File: src/rtl/alu_cmd_sequencer.sv
// alu_cmd_sequencer: issues one command at a time to the ALU and returns the settled result over a handshake
module alu_cmd_sequencer #(
  parameter int SETTLE_CYCLES = 1,
  parameter int OPW = 5,
  parameter int RESW = 11
) (
  input  logic            clk,
  input  logic            rst,
  input  logic            cmd_valid,
  output logic            cmd_ready,
  input  logic [1:0]      cmd_op,
  input  logic [OPW-1:0]  cmd_a,
  input  logic [OPW-1:0]  cmd_b,
  output logic [OPW-1:0]  alu_a,
  output logic [OPW-1:0]  alu_b,
  output logic            alu_op0,
  output logic            alu_op1,
  input  logic [RESW-1:0] alu_d,
  output logic            res_valid,
  input  logic            res_ready,
  output logic [RESW-1:0] res_data,
  output logic [1:0]      res_op,
  output logic            busy
);
  typedef enum logic [1:0] {IDLE, WAIT, OUT} state_t;
  state_t     state;
  logic [3:0] cnt;
  logic       accept;
  assign cmd_ready = (state == IDLE) || (state == OUT && res_ready);
  assign accept    = cmd_valid && cmd_ready;
  assign busy      = state != IDLE;
  // Sequencer: accept latches operands, WAIT counts down the settle time, OUT holds the result until consumed
  always_ff @(posedge clk) begin
    if (rst) begin
      state     <= IDLE;
      cnt       <= '0;
      alu_a     <= '0;
      alu_b     <= '0;
      alu_op0   <= 1'b0;
      alu_op1   <= 1'b0;
      res_data  <= '0;
      res_op    <= '0;
      res_valid <= 1'b0;
    end else begin
      if (state == OUT && res_ready) res_valid <= 1'b0;
      if (accept) begin
        alu_a   <= cmd_a;
        alu_b   <= cmd_b;
        alu_op0 <= cmd_op[0];
        alu_op1 <= cmd_op[1];
        cnt     <= 4'(SETTLE_CYCLES);
        state   <= WAIT;
      end else if (state == OUT && res_ready) begin
        state <= IDLE;
      end else if (state == WAIT) begin
        if (cnt == 4'd1) begin
          res_data  <= alu_d;
          res_op    <= {alu_op1, alu_op0};
          res_valid <= 1'b1;
          state     <= OUT;
        end else begin
          cnt <= cnt - 4'd1;
        end
      end
    end
  end
endmodule

File: config.mk
export PLATFORM = sky130hd
export DESIGN_NAME = alu_cmd_sequencer
export DESIGN_NICKNAME = d
export VERILOG_FILES = /design/src/rtl/alu_cmd_sequencer.sv
export SDC_FILE = /design/constraint.sdc
export NUM_CORES = 1
export LEC_CHECK = 0
export CORE_ASPECT_RATIO = 1.5
export CORE_MARGIN = 5
export CORE_UTILIZATION = 45
export CTS_CLUSTER_DIAMETER = 80
export DETAILED_ROUTE_END_ITERATION = 7
export PLACE_DENSITY = 0.84
export SLEW_MARGIN = 25
export SYNTH_ARGS = -nofsm -noshare
export SYNTH_HDL_FRONTEND = slang
export SYNTH_SLANG_ARGS = --single-unit
File: constraint.sdc
create_clock -name clk -period 4.1 [get_ports clk]
set_clock_uncertainty 0.15 [all_clocks]
set_input_delay 0.615 -clock clk [delete_from_list [all_inputs] [get_ports clk]]
set_output_delay 0.615 -clock clk [all_outputs]
set_load 0.005 [all_outputs]
==> results of run 1 <==
## how the worst min path moves through the flow
stage	to	slack, ps	start	depth (start not counted)
floorplan	res_op[0]	320	alu_op0	2
global route	res_data[10]	350	res_data[10]	2
detailed placement	res_data[0]	320	res_data[0]	2
finish	res_data[0]	320	res_data[0]	2
global placement	res_data[9]	310	res_data[9]	2
CTS	res_data[0]	320	res_data[0]	2
## sequential cells by signal, summed over array words and instances, names as in the netlist
| name | count |
|---|---|
| alu_op0 | 1 |
| res_data | 11 |
| state | 2 |
| alu_op1 | 1 |
| alu_a | 5 |
| res_valid | 1 |
| cnt | 4 |
| alu_b | 5 |
| res_op | 2 |
## stage by stage
stage	utilization (%)	hold slack (ps)
6_report	66.6	323
5_1_grt	66.6	351
3_3_place_gp	64.0	309
4_1_cts	66.8	324
2_1_floorplan	-	319
3_5_place_dp	64.1	315
## report_power, final
group	internal, mW	total [mW]	switching, mW
clock network	0.115	0.223	0.108
logic	0.0715	0.140	0.0681
registers	0.329	0.342	0.0128
## layout make-up
class / instances / share of cell area [%]
multi-input cells: 109 / 31.6
clock buffers: 6 / 3.78
repair buffers: 54 / 27.9
inverters: 3 / 0.586
clock inverters: 1 / 0.261
well taps: 39 / 2.54
flip-flops and latches: 32 / 33.4
## cell families after synthesis
group | synth area share, %
compound gates | 24.7
simple gates | 19.1
flops | 48.5
buf+inv | 5.69
fa+ha+maj | 1.90
## synth_stat cells
master and number:
sky130_fd_sc_hd__nand2b_2 1, sky130_fd_sc_hd__nand2_1 1, sky130_fd_sc_hd__nor2_1 3, sky130_fd_sc_hd__a21oi_1 29, sky130_fd_sc_hd__o21ai_1 2, sky130_fd_sc_hd__nand2b_1 2
sky130_fd_sc_hd__nor3_1 1, sky130_fd_sc_hd__o21ai_0 27, sky130_fd_sc_hd__nor3b_2 1, sky130_fd_sc_hd__clkbuf_2 1, sky130_fd_sc_hd__a31oi_1 1, sky130_fd_sc_hd__buf_6 1
sky130_fd_sc_hd__buf_2 5, sky130_fd_sc_hd__nand3_1 26, sky130_fd_sc_hd__a21o_1 1, sky130_fd_sc_hd__inv_1 3, sky130_fd_sc_hd__a22oi_1 1, sky130_fd_sc_hd__or2_2 1
sky130_fd_sc_hd__dfxtp_1 32, sky130_fd_sc_hd__or3b_1 1, sky130_fd_sc_hd__nor2b_1 4, sky130_fd_sc_hd__nand3b_1 1, sky130_fd_sc_hd__or4_1 2, sky130_fd_sc_hd__or3_1 1
sky130_fd_sc_hd__ha_1 2, sky130_fd_sc_hd__clkbuf_1 6, sky130_fd_sc_hd__a311oi_2 1
## routing by layer
layer | GRT usage, % | vias to the layer above | wire (µm)
met5 | 0 | - | 0
met4 | 8.73 | 0 | 65
met3 | 7.63 | 6 | 242
met2 | 33.6 | 39 | 2050
met1 | 20.6 | 647 | 1380
li1 | - | 656 | -
## tightest hold or removal path, cell delays in order, from the launching register on
cell                      delay [ps]
sky130_fd_sc_hd__dfxtp_1         300
sky130_fd_sc_hd__o21ai_0          60
sky130_fd_sc_hd__a21oi_1          60
==> reports/results.md, run 1 <==
## Global route
- **GRT Util Overall** 19.9%
- **global-route wire length before repair** 6.13 mm
- **total grt overflow** 0
- **largest net degree at the start of global routing** 31
- **via count of the first global-routing pass** 1384
- **initial antenna violation count** 0

## Yosys
- **number of distinct standard cells referenced by the synthesized netlist** 27
- **net count of the mapped netlist** 186
- **mean post-synth cell area** 8.41 µm²
- **area leader, netlist** sky130_fd_sc_hd__dfxtp_1
- **Yosys reg bits** 32
- **part of the Yosys area used for sequential elements** 48.5%
- **yosys synthesis warning count** 0
- **top cells by area in the synthesized netlist** sky130_fd_sc_hd__dfxtp_1 49%, sky130_fd_sc_hd__a21oi_1 11%, sky130_fd_sc_hd__o21ai_0 10%
- **Netlist Area Pre-Place** 1320 µm²
- **synthesized netlist cell count** 157
- **fraction of synthesized cell area taken by the top area cell type** 48.5%

## Place
- **Inst Count DP** 237
- **Post-Place Setup Slack** 1100 ps
- **routability congestion estimate** 0.744
- **Post-DP HPWL** 2.60 mm
- **Cell Area, Placed** 1850 µm²
- **IO buf count** 54

## Final layout
- **non-filler instance count after layout** 244
- **multi-input logic area** 607 µm²
- **count of antenna diodes in the layout** 0
- **layout cells sized above 1** 5.85%
- **Post-Layout Inst Area** 1920 µm²
- **most common cell after layout, fill and taps aside** sky130_fd_sc_hd__clkdlybuf4s50_1
- **count of fill cells added during filler insertion** 242
- **nets** 234
- **area added between synthesis and finish** 45.5%
- **sequential cell area** 641 µm²
- **most used cells in the layout excluding fill and tap cells** 53 x sky130_fd_sc_hd__clkdlybuf4s50_1, 32 x sky130_fd_sc_hd__dfxtp_1, 29 x sky130_fd_sc_hd__a21oi_1, 27 x sky130_fd_sc_hd__o21ai_0, 26 x sky130_fd_sc_hd__nand3_1

## Routing
- **violation count after the first detailed-routing iteration** 53
- **Post-Route WL** 3.75 mm
- **per-cell via count in the routed design** 5.52
- **number of remaining DRC errors** 0
- **Pre-Repair DR Iteration Count** 4
- **via count** 1348
- **routed wirelength normalized by instance count** 15.4 µm
- **antenna-violating nets left** 0

## STA
- **number of setup violations in the final report** 0
- **setup repair after global routing missed its margin** no
- **ratio of final minimum period to clock period** 73.6%
- **relative max-transition margin** 34.0%
- **Setup Total Neg Slack** 0 ps
- **final critical path time including I/O delays and setup** 3020 ps
- **Final WS setup** 1080 ps
- **Final Hold Violating Endpoints** 0
- **Final Slew Violations** 0
- **Worst Tran Pin Value** 988 ps
- **highest attainable clock frequency** 331 MHz

## Setup path
- **type of the worst setup path** input port to output port
- **ordered list of cells on the worst path** clkdlybuf4s50_1, nor2b_1, nor2_1, clkdlybuf4s50_1
- **Critical path buffers and inverters** 2
- **FF-to-FF setup slack** 2080 ps
- **CP dominant cell by count** sky130_fd_sc_hd__clkdlybuf4s50_1
- **endpoint arrival time on the critical path** 2250 ps
- **endpoint kind of the worst setup timing path** output port
- **delay-heaviest family, CP** buffers and inverters
- **launching element type of the critical path** input port
- **worst path required time** 3340 ps
- **launch point of the worst reg-to-reg path** cnt[1]
- **crit path max-delay cell type** sky130_fd_sc_hd__nor2b_1
- **longest individual stage delay on the worst path** 580 ps
- **worst flop-to-flop path endpoint** cnt[0]
- **number of gates on the worst path with buffers counted** 4
- **critical path capture point** cmd_ready
- **crit path max fanout** 13
- **worst setup path start** res_ready
- **number of cells on the worst reg-to-reg path** 5

## Power
- **IR drop worst, VDD** 0.273 mV
- **power density of the placed cells** 367 nW/µm²
- **Final Total Pwr** 0.704 mW
- **Leakage Power** 0.661 nW

## Floorplanning
- **starting utilization of the core area** 45.8%
- **Std-Cell Rows** 24
- **die span in x** 54.2 µm
- **IO Pins** 55
- **area inside the core boundary** 2880 µm²
- **Chip Height** 76.3 µm
- **full die area** 4140 µm²

## Outcome
- **run status** finished, final reports clean

## Clocking
- **number of hold-repair buffers added at the cts stage** 0
- **clock transition at the registers of the reported paths** 60 ps
- **TritonCTS clock tree** yes
- **root buffer cell** sky130_fd_sc_hd__clkbuf_8
- **number of buffers on the longest clock path** 2
- **depth of the CTS H-tree** 2
- **Worst-Skew Late Latency** 280 ps
- **count of buffers added by post-CTS timing repair for setup** 0
- **number of buffers added by the clock tree synthesis step** 5
- **# resized after CTS** 0
- **number of sinks driven by the clock tree** 32

## Flow run
- **Max Cap Viol** 0

## Hold path
- **worst min-delay path category** register to register

(Power assumes the default switching activity.)
==> run 2, diff against run 1 <==
--- a/config.mk
+++ b/config.mk
@@ -7,10 +7,10 @@
 export LEC_CHECK = 0
 export CORE_ASPECT_RATIO = 1.5
 export CORE_MARGIN = 5
-export CORE_UTILIZATION = 45
+export CORE_UTILIZATION = 38
 export CTS_CLUSTER_DIAMETER = 80
 export DETAILED_ROUTE_END_ITERATION = 7
-export PLACE_DENSITY = 0.84
+export PLACE_DENSITY = 0.75
 export SLEW_MARGIN = 25
 export SYNTH_ARGS = -nofsm -noshare
 export SYNTH_HDL_FRONTEND = slang
==> constraint.sdc (replaced) <==
create_clock -name clk -period 2.65 [get_ports clk]
set_clock_uncertainty 0.15 [all_clocks]
set_input_delay 0.3975 -clock clk [delete_from_list [all_inputs] [get_ports clk]]
set_output_delay 0.3975 -clock clk [all_outputs]
set_load 0.005 [all_outputs]
==> run 2 against run 1 <==
Global-route usage down 3.5 points. Hold slack improved by 1.1 ps. Sequential power rose by 54%. Cell count up 3.7%. Combinational power is 61% higher. First-iteration DRC count shrank 11%. Via count up 0.74%. Sequential share of layout area fell by 1.5 points. Worst setup slack got worse by 590 ps. Utilization shrank 7.1 points. Critical path type unchanged.
==> reports/results.md, run 2 (synthesized netlist as in run 1, its figures left out) <==
## Setup path
- **endpoint kind of the worst setup timing path** output port
- **number of cells on the worst reg-to-reg path** 6
- **crit path max fanout** 3
- **launch point of the worst reg-to-reg path** cnt[1]
- **launching element type of the critical path** input port
- **type of the worst setup path** input port to output port
- **endpoint arrival time on the critical path** 1610 ps
- **worst flop-to-flop path endpoint** res_data[5]
- **FF-to-FF setup slack** 750 ps
- **worst path required time** 2100 ps

## Clocking
- **number of hold-repair buffers added at the cts stage** 0
- **number of buffers added by the clock tree synthesis step** 5
- **root buffer cell** sky130_fd_sc_hd__clkbuf_8
- **depth of the CTS H-tree** 2
- **Worst-Skew Late Latency** 290 ps
- **clock transition at the registers of the reported paths** 60 ps
- **TritonCTS clock tree** yes
- **number of buffers on the longest clock path** 2
- **# resized after CTS** 0
- **count of buffers added by post-CTS timing repair for setup** 0
- **number of sinks driven by the clock tree** 32

## STA
- **ratio of final minimum period to clock period** 81.5%
- **number of setup violations in the final report** 0
- **highest attainable clock frequency** 463 MHz
- **Final Slew Violations** 0
- **setup repair after global routing missed its margin** no
- **final critical path time including I/O delays and setup** 2160 ps
- **relative max-transition margin** 59.7%
- **Worst Tran Pin Value** 601 ps
- **Setup Total Neg Slack** 0 ps
- **Final Hold Violating Endpoints** 0
- **Final WS setup** 491 ps

## Floorplanning
- **area inside the core boundary** 3380 µm²
- **IO Pins** 55
- **die span in x** 58.1 µm
- **Std-Cell Rows** 26
- **starting utilization of the core area** 39.0%
- **Chip Height** 82.2 µm
- **full die area** 4780 µm²

## Global route
- **GRT Util Overall** 16.4%
- **via count of the first global-routing pass** 1369
- **global-route wire length before repair** 6.11 mm
- **total grt overflow** 0
- **largest net degree at the start of global routing** 19
- **initial antenna violation count** 0

## Final layout
- **most common cell after layout, fill and taps aside** sky130_fd_sc_hd__clkdlybuf4s50_1
- **most used cells in the layout excluding fill and tap cells** 54 x sky130_fd_sc_hd__clkdlybuf4s50_1, 32 x sky130_fd_sc_hd__dfxtp_1, 29 x sky130_fd_sc_hd__a21oi_1, 27 x sky130_fd_sc_hd__o21ai_0, 26 x sky130_fd_sc_hd__nand3_1
- **count of antenna diodes in the layout** 0
- **area added between synthesis and finish** 52.5%
- **layout cells sized above 1** 8.06%
- **non-filler instance count after layout** 253
- **nets** 239
- **largest reg by FF count** res_data
- **Largest register FFs** 11
- **biggest registers after layout** res_data (11), alu_a (5), alu_b (5)

## Place
- **IO buf count** 54
- **Post-Place Setup Slack** 508 ps
- **routability congestion estimate** 0.748
- **Inst Count DP** 245
- **Post-DP HPWL** 2.76 mm

## Flow run
- **Max Cap Viol** 0

## Routing
- **Post-Route WL** 3.79 mm
- **antenna-violating nets left** 0
- **number of remaining DRC errors** 0
- **Pre-Repair DR Iteration Count** 4
- **via count** 1358
- **violation count after the first detailed-routing iteration** 47
- **per-cell via count in the routed design** 5.37
- **routed wirelength normalized by instance count** 15.0 µm

## Hold path
- **worst min-delay path category** register to register
- **worst hold start** res_data[3]
- **hold path cells** 2
- **endpoint of the worst hold path** res_data[3]

## Power
- **power density of the placed cells** 630 nW/µm²
- **Leakage Power** 0.710 nW
- **IR drop worst, VDD** 0.398 mV

## Outcome
- **run status** finished, final reports clean

[run 2: area by class of cell]
| type | instances | area, µm² |
|---|---|---|
| fillers | 313 | 1370 |
| flip-flops and latches | 32 | 641 |
| multi-input cells | 109 | 604 |
| repair buffers | 59 | 578 |
| clock buffers | 7 | 96.3 |
| well taps | 42 | 52.6 |
| clock inverters | 1 | 30.0 |
| inverters | 3 | 11.3 |
[run 2: per-layer routing]
layer  vias to the layer above  track usage, %  wire, µm
met5                         -               0         0
met3                         5            5.91       252
met4                         0            7.42        69
li1                        668               -         -
met2                        47            30.0      2040
met1                       638            16.3      1430
[run 2: worst max-delay path by stage]
stage | slack, ps | end | from
6_report | 490 | cmd_ready | res_ready
2_1_floorplan | 1020 | res_data[1] | cnt[1]
5_1_grt | 440 | cmd_ready | res_ready
4_1_cts | 500 | cmd_ready | res_ready
3_3_place_gp | 530 | cmd_ready | res_ready
3_5_place_dp | 510 | cmd_ready | res_ready
[run 2: through the flow]
stage | util (%) | area, µm² | hold slack, ps | power [mW]
floorplan | - | 1320 | 319 | 0.649
global placement | 55.8 | 1890 | 310 | 0.752
detailed placement | 55.8 | 1890 | 318 | 0.763
CTS | 59.5 | 2010 | 325 | 1.28
global route | 59.5 | 2010 | 355 | 1.32
finish | 59.5 | 2010 | 324 | 1.27
[run 2: where the power goes]
part           switching, mW  internal, mW
logic                  0.108         0.118
clock network          0.182         0.332
registers             0.0190         0.509
[run 2: critical path, stage by stage]
cell	delay (ps)
sky130_fd_sc_hd__clkdlybuf4s50_1	500
sky130_fd_sc_hd__nor2b_1	70
sky130_fd_sc_hd__nor2_1	130
sky130_fd_sc_hd__clkdlybuf4s50_1	520
==> run 3, diff against run 2 <==
==> constraint.sdc (replaced) <==
create_clock -name clk -period 1.9 [get_ports clk]
set_clock_uncertainty 0.15 [all_clocks]
set_input_delay 0.285 -clock clk [delete_from_list [all_inputs] [get_ports clk]]
set_output_delay 0.285 -clock clk [all_outputs]
set_load 0.005 [all_outputs]
==> run 3 against run 2 <==
Global-route usage is 0.97 points higher. Sequential power is 40% higher. Count of clock-buffer cells in the layout is 1 lower. Critical path type is now register to output port.
==> reports/results.md, run 3 (synthesized netlist as in run 1, its figures left out) <==
## Power
- **IR drop worst, VDD** 0.569 mV
- **Logic pwr share** 19.7%
- **clock share of power** 37.0%
- **net switching fraction of the power** 25.0%
- **power density of the placed cells** 836 nW/µm²
- **NetSw** 0.427 mW
- **sequential cell fraction of total power** 43.2%
- **Final Total Pwr** 1.71 mW
- **internal power consumption** 1.28 mW
- **Leakage Power** 0.725 nW

## STA
- **highest attainable clock frequency** 547 MHz
- **Worst Hold Slack** 326 ps
- **Worst Tran Pin Value** 382 ps
- **Setup Total Neg Slack** 0 ps
- **number of setup violations in the final report** 0
- **Final Hold Violating Endpoints** 0
- **setup repair after global routing missed its margin** no
- **relative max-transition margin** 74.5%
- **final critical path time including I/O delays and setup** 1830 ps
- **ratio of final minimum period to clock period** 96.3%
- **Final Slew Violations** 0

## Setup path
- **worst path required time** 1460 ps
- **type of the worst setup path** register to output port
- **FF-to-FF setup slack** 170 ps
- **longest individual stage delay on the worst path** 450 ps
- **launching element type of the critical path** register
- **launch point of the worst reg-to-reg path** cnt[1]
- **crit path max fanout** 8
- **crit path max-delay cell type** sky130_fd_sc_hd__clkdlybuf4s50_1
- **endpoint arrival time on the critical path** 1390 ps
- **worst setup path start** state[1]
- **endpoint kind of the worst setup timing path** output port
- **ordered list of cells on the worst path** or2_2, clkdlybuf4s50_1

## Global route
- **largest net degree at the start of global routing** 19
- **total grt overflow** 0
- **via count of the first global-routing pass** 1467
- **global-route wire length before repair** 6.38 mm
- **initial antenna violation count** 0
- **GRT Util Overall** 17.4%

## Hold path
- **worst min-delay path category** register to register
- **worst hold start** res_data[1]

## Routing
- **routed wirelength normalized by instance count** 15.4 µm
- **via count** 1410
- **Routed met3 length** 288 µm
- **Post-Route M1 WL** 1.36 mm
- **antenna-violating nets left** 0
- **per-cell via count in the routed design** 5.47
- **violation count after the first detailed-routing iteration** 40
- **length of routed met2 wiring** 2.21 mm
- **Post-Route WL** 3.96 mm
- **highest layer used for signal routing** met4
- **number of remaining DRC errors** 0
- **Pre-Repair DR Iteration Count** 4

## Floorplanning
- **starting utilization of the core area** 39.0%
- **area inside the core boundary** 3380 µm²
- **die span in x** 58.1 µm
- **Chip Height** 82.2 µm
- **full die area** 4780 µm²
- **Std-Cell Rows** 26
- **IO Pins** 55

## Clocking
- **TritonCTS clock tree** yes
- **number of sinks driven by the clock tree** 32
- **clock transition at the registers of the reported paths** 70 ps
- **number of buffers on the longest clock path** 2
- **count of buffers added by post-CTS timing repair for setup** 0
- **number of buffers added by the clock tree synthesis step** 5
- **root buffer cell** sky130_fd_sc_hd__clkbuf_8
- **Worst-Skew Late Latency** 280 ps
- **depth of the CTS H-tree** 2

## Final layout
- **non-filler instance count after layout** 258
- **count of antenna diodes in the layout** 0
- **most common cell after layout, fill and taps aside** sky130_fd_sc_hd__clkdlybuf4s50_1
- **Largest register FFs** 11
- **area added between synthesis and finish** 54.6%
- **largest reg by FF count** res_data
- **count of fill cells added during filler insertion** 330
- **most used cells in the layout excluding fill and tap cells** 53 x sky130_fd_sc_hd__clkdlybuf4s50_1, 31 x sky130_fd_sc_hd__dfxtp_1, 29 x sky130_fd_sc_hd__a21oi_1, 27 x sky130_fd_sc_hd__o21ai_0, 26 x sky130_fd_sc_hd__nand3_1
- **nets** 244
- **layout cells sized above 1** 10.6%
- **biggest registers after layout** res_data (11), alu_a (5), alu_b (5)

## Place
- **Inst Count DP** 250
- **IO buf count** 54
- **Post-DP HPWL** 2.87 mm
- **routability congestion estimate** 0.740

## Outcome
- **run status** finished, final reports clean

## Flow run
- **Max Cap Viol** 0

==> run 3: path summary, 6_finish.rpt <==
check                      to  depth (start not counted)
hold reg to reg   res_data[1]                          2
setup reg to reg  res_data[5]                          5
setup / recovery         busy                          2
hold / removal    res_data[1]                          2
==> run 3: final cells by class <==
type | instances | area, µm² | area share (%)
clock buffers | 6 | 72.6 | 3.56
clock inverters | 2 | 35.0 | 1.72
inverters | 3 | 11.3 | 0.552
multi-input cells | 109 | 613 | 30.0
flip-flops and latches | 32 | 642 | 31.5
well taps | 42 | 52.6 | 2.58
repair buffers | 64 | 614 | 30.1
==> run 3: power by group through the flow <==
stage,clock network (mW),registers [mW],logic [mW]
after global routing,0.679,0.742,0.368
after CTS,0.644,0.736,0.331
after floorplan,0,0.748,0.157
after global placement,0,0.747,0.314
final,0.632,0.738,0.337
after detailed placement,0,0.750,0.327
==> run 3: repair_timing <==
| action | in CTS | in global routing |
|---|---|---|
| endpoints found under the setup margin | 1 | 15 |
| hold endpoints to repair | 0 | 0 |
| gates resized for setup | 1 | 3 |
| pin swaps | 0 | 0 |
| hold buffers | 0 | 0 |
==> run 3: layer usage <==
layer  track usage [%]  vias to the layer above
met2              33.5                       61
met4              9.05                        0
met5                 0                        -
met1              15.8                      662
li1                  -                      678
met3              5.60                        9
==> run 3: worst max-delay path, delay by kind of cell (launching register included) <==
| family | cells | cell delay (ps) |
|---|---|---|
| buffers and inverters | 1 | 450 |
| and+or+nand+nor | 1 | 290 |
| DFF | 1 | 370 |
==> run 3: metrics by stage <==
step | cell area (µm²) | worst slack (ps) | utilization [%]
global placement | 1920 | 16.9 | 56.9
global route | 2040 | 26.0 | 60.3
finish | 2040 | 70.8 | 60.3
CTS | 2030 | 29.1 | 60.0
floorplan | 1320 | 274 | -
detailed placement | 1920 | -4.60 | 56.9
